## src/rtl/int_return_unit.sv

```systemverilog
// int_return_unit: CPU-side responder for the interrupt controller.
// On a request it saves the return address and redirects the PC to the
// vector address. On a return-from-interrupt it restores the saved address
// and pulses fin back to the controller.
// Optional feature macro: INT_NEST_EN enables nesting with a DEPTH-entry
// LIFO return stack and a sticky overflow flag. Without it, a single return
// register is used and ovf is tied low.
module int_return_unit #(
    parameter int AW    = 10,
    parameter int DEPTH = 4
) (
    input  logic          clk,
    input  logic          reset,
    input  logic          s_interrup,
    input  logic [AW-1:0] dir,
    input  logic [AW-1:0] pc_next,
    input  logic          reti,
    output logic          pc_sel,
    output logic [AW-1:0] pc_out,
    output logic          fin,
    output logic          in_isr,
    output logic          ovf
);

`ifdef INT_NEST_EN
    localparam bit NEST_EN = 1'b1;
`else
    localparam bit NEST_EN = 1'b0;
`endif
    localparam int DEPTH_EFF = NEST_EN ? DEPTH : 1;
    localparam int SPW       = $clog2(DEPTH_EFF + 1);

    typedef enum logic [1:0] {IDLE, ENTER, SERVICE, EXIT} state_t;

    state_t          state_reg;
    logic [SPW-1:0]  sp_reg;
    logic [AW-1:0]   stack_mem [DEPTH_EFF];
    logic            pc_sel_reg;
    logic [AW-1:0]   pc_out_reg;
    logic            fin_reg;
    logic            in_isr_reg;

    logic            stack_full;
    logic            stack_empty;
    logic            take_req;
    logic            push;
    logic            pop;
    logic [SPW-1:0]  sp_dec;
    logic [AW-1:0]   stack_top;

    // Request acceptance, push/pop decisions and top-of-stack read
    always_comb begin
        stack_full  = (sp_reg == SPW'(DEPTH_EFF));
        stack_empty = (sp_reg == '0);
        // reti has priority over a request arriving in SERVICE
        take_req    = s_interrup &&
                      ((state_reg == IDLE) ||
                       (NEST_EN && (state_reg == SERVICE) && !reti));
        push        = take_req && !stack_full;
        pop         = (state_reg == SERVICE) && reti;
        sp_dec      = sp_reg - SPW'(1);
        stack_top   = '0;
        for (int i = 0; i < DEPTH_EFF; i++) begin
            if (sp_dec == SPW'(i)) begin
                stack_top = stack_mem[i];
            end
        end
    end

    // Return-address storage: write the entry at the current stack pointer
    always_ff @(posedge clk) begin
        for (int i = 0; i < DEPTH_EFF; i++) begin
            if (push && (sp_reg == SPW'(i))) begin
                stack_mem[i] <= pc_next;
            end
        end
    end

    // Control FSM with registered outputs; redirect outputs default to idle
    always_ff @(posedge clk or negedge reset) begin
        if (!reset) begin
            state_reg  <= IDLE;
            sp_reg     <= '0;
            pc_sel_reg <= 1'b0;
            pc_out_reg <= '0;
            fin_reg    <= 1'b0;
            in_isr_reg <= 1'b0;
        end else begin
            pc_sel_reg <= 1'b0;
            pc_out_reg <= '0;
            fin_reg    <= 1'b0;
            if (push) begin
                sp_reg     <= sp_reg + SPW'(1);
                pc_sel_reg <= 1'b1;
                pc_out_reg <= dir;
                in_isr_reg <= 1'b1;
                state_reg  <= ENTER;
            end else if (pop) begin
                sp_reg     <= sp_dec;
                pc_sel_reg <= 1'b1;
                pc_out_reg <= stack_top;
                fin_reg    <= 1'b1;
                in_isr_reg <= (sp_dec != '0);
                state_reg  <= EXIT;
            end else begin
                case (state_reg)
                    IDLE: begin
                        in_isr_reg <= 1'b0;
                    end
                    ENTER: begin
                        in_isr_reg <= 1'b1;
                        state_reg  <= SERVICE;
                    end
                    SERVICE: begin
                        in_isr_reg <= 1'b1;
                    end
                    EXIT: begin
                        in_isr_reg <= !stack_empty;
                        state_reg  <= stack_empty ? IDLE : SERVICE;
                    end
                    default: begin
                        in_isr_reg <= 1'b0;
                        state_reg  <= IDLE;
                    end
                endcase
            end
        end
    end

`ifdef INT_NEST_EN
    logic ovf_reg;

    // Sticky overflow: a request found the stack full and was dropped
    always_ff @(posedge clk or negedge reset) begin
        if (!reset) begin
            ovf_reg <= 1'b0;
        end else if (take_req && stack_full) begin
            ovf_reg <= 1'b1;
        end
    end

    assign ovf = ovf_reg;
`else
    assign ovf = 1'b0;
`endif

    assign pc_sel = pc_sel_reg;
    assign pc_out = pc_out_reg;
    assign fin    = fin_reg;
    assign in_isr = in_isr_reg;

endmodule

```

## config.mk

```make
export PLATFORM = sky130hd
export DESIGN_NAME = int_return_unit
export DESIGN_NICKNAME = d
export VERILOG_FILES = /design/src/rtl/int_return_unit.sv
export SDC_FILE = /design/constraint.sdc
export NUM_CORES = 1
export LEC_CHECK = 0
export ABC_AREA = 1
export CAP_MARGIN = 15
export CORE_UTILIZATION = 47
export CTS_CLUSTER_DIAMETER = 150
export CTS_CLUSTER_SIZE = 25
export DETAILED_ROUTE_END_ITERATION = 16
export PLACE_DENSITY = 0.89
export SLEW_MARGIN = 30
export SYNTH_ARGS = -nofsm -noshare
export SYNTH_HDL_FRONTEND = slang
export SYNTH_SLANG_ARGS = --single-unit
```

## constraint.sdc

```tcl
create_clock -name clk -period 2.16 [get_ports clk]
set_input_delay 0.648 -clock clk [delete_from_list [all_inputs] [get_ports clk]]
set_output_delay 0.648 -clock clk [all_outputs]
set_load 0.03 [all_outputs]
```

==> impl_metrics.toml <==
[logic_synthesis]
synth_top_area_share_pct = 37.08
synth_edf_count = 10
ys_seq_elements = 26
yosysUniqueCellTypes = 16
synth_largest_area_cell = "dfrtp_1"
syn_avg_cell_area_um2 = 11.37
async_reset_ff_share_pct = 61.54
yosysSeqAreaShare_pct = 64.89
synth-main-ff-cell = "dfrtp_1"
synth.area.top_cells = "dfrtp_1, edfxtp_1, nand2_1"
synth_commonest_cells = "nand2_1, dfrtp_1, nand3_1, edfxtp_1, nand2_2"
synth_fp_nets = 123
ys_warn_count = 0
syn_area_mm2 = 0.001080
yosysMostFrequentCell = "nand2_1"
netlist_instances = 95

[clocking]
cts_max_level = 1
postCtsResizedCells = 0
cts_tree = "done"
clk_latency_ps = 310
numClockSinks = 26
cts_inserted_buffers = 3
post_cts_buffers = 0
clk_path_buf_depth = 2
cts_hold_buf = 0
cts.clk_slew.worst_paths_ps = 130
root_buffer = "clkbuf_4"

[final_layout]
layout.nets = 162
layout-drive-gt1-share_pct = 14.29
n_antenna_cell = 0
syn_to_final_growth_pct = 37.54

[critical_path]
required_ps = 1510
crit_cells = 1
crit_arrival_ps = 1320
crit_path_end_kind = "output pin"
cp_cell_sequence = "clkdlybuf4s50_1"
r2r_start = "state_reg[0]"
start_kind = "register"
cp_top_family = "buffers and inverters"
cp.buffers_inverters = 1
slowest_stage = "clkdlybuf4s50_1"
timing.critical_path.from = "pc_out[4]"
reg2regPathDepth = 5
critPathMaxStageDelay_ps = 660
crit_type = "reg -> out"
crit_fanout = 1
rrSetupSlack_ps = 780

[drt]
post_drt_wl_per_cell_um = 11.33
first_iter_violations = 17
drt-pass1-iter-count = 4
wl_met2_um = 910
met1_length_um = 775
drc = 0
met3_length_um = 72
topRoutingLayerUsed = "met4"
viasPerCell = 4.681
final_antenna_net_count = 0
vias = 749
drt-total-wl_um = 1813

[floorplanning]
io_pins = 38
coreArea_mm2 = 0.002062
die_h_um = 49.93
fp.dieW_um = 49.93
start_util_pct = 52.37
dieArea_mm2 = 0.002493
std_cell_rows = 16

[worst_hold_path]
min_path_cells = 2
worstHoldPathType = "reg -> reg"
hp-start = "stack_mem[0][8]"

[placed_design]
hpwl_um = 1405
globalplace.congestion = 0.7968
io_buffers = 36

[sta]
finalCritPeriodShare_pct = 90.96
slew_violations = 0
rsz0062_at_grt = "no"
fin_skew_ps = 3.021
min_period_ps = 1965
worst_hold_slack_ps = 500.9
finalSetupViolations = 0
fin_setup_tns_ps = 0
fmax_ghz = 0.5090
final-hold-violation-count = 0

[power_and_ir_drop]
leakagePower_nw = 0.6804
vdd_drop_max_v = 0.0006764
comb_power_share_pct = 41.7
p_per_area_mw_per_mm2 = 1033
p_clk_share_pct = 12.9
p_switching_uw = 578.1
seqPwrFrac_pct = 45.4
internal_power_uw = 956.1
swShare_pct = 37.68

[global_route]
grt_max_degree = 23
grt_pass1_vias = 689
grt_first_pass_wirelength_um = 2925
grt.total_usage_pct = 16.19
antenna_found_initial = 0
grt-ovfl-total = 0

[status]
status = "finished clean"

[flow_run]
drv_cap = 0
## cell type report
type | count | area (um^2)
Inverter | 10 | 37.54
Multi-Input combinational cell | 55 | 299.0
Tap cell | 27 | 33.78
Fill cell | 139 | 576.8
Clock buffer | 3 | 22.52
Timing Repair Buffer | 38 | 387.9
Sequential cell | 26 | 700.7
Clock inverter | 1 | 3.754
## cells by family (layout without fill, tap and decap cells)
group	count (synthesis)	count (layout)	synth area share, %
AND/OR/NAND/NOR	48	48	21.55
flip-flops	26	26	64.89
buffers and inverters	14	52	7.416
other	1	1	0.3473
adder cells (fa/ha/maj)	4	4	4.635
AO/OA/AOI/OAI	2	2	1.159
## worst min-delay path, stage by stage (launching register included)
cell and delay (ps):
edfxtp_1 350, nand3_1 80, nand2_1 60
## power groups by stage
| stage | Clock [mW] | Combinational [mW] | Sequential, mW |
|---|---|---|---|
| 2_1_floorplan | 0 | 0.311 | 0.811 |
| 3_3_place_gp | 0 | 0.620 | 0.702 |
| 3_5_place_dp | 0 | 0.645 | 0.707 |
| 4_1_cts | 0.206 | 0.644 | 0.696 |
| 5_1_grt | 0.227 | 0.703 | 0.709 |
| 6_report | 0.197 | 0.640 | 0.697 |
## layout by cell type, fill, tap and decap left out, types with 2 or more instances in the layout
master,synthesis,final
ha_1,4,4
edfxtp_1,10,10
nand2_1,21,21
dfrtp_1,16,16
nand2_2,10,10
inv_1,7,7
nand3_1,13,13
clkdlybuf4s50_1,0,36
nor2_1,2,2
clkbuf_4,0,3
inv_2,3,3
## through the flow
step           power, mW  util [%]  cell area, um^2  std cells  worst slack [ps]
4_1_cts            1.546     72.03             1485        160             172.9
2_1_floorplan      1.122         -             1080         95             854.6
5_1_grt            1.638     72.03             1485        160             144.0
3_3_place_gp       1.322     70.75             1459        156             383.9
3_5_place_dp       1.351     70.75             1459        156             373.3
6_report           1.534     72.03             1485        160             195.2
## path summary, 6_finish.rpt
path / endpoint
max in group asynchronous: pc_out[2]
hold reg to reg: pc_out[8]
setup / recovery: pc_out[4]
setup reg to reg: stack_mem[0][1]
hold / removal: pc_out[8]
min in group asynchronous: pc_out[1]
## per-layer routing
metal  up-vias  GRT usage, %
li1        375             -
met1       341         19.68
met4         0         11.43
met2        27         26.35
met5         -             0
met3         6         2.160
No activity file was read; power rests on OpenSTA's default activity.
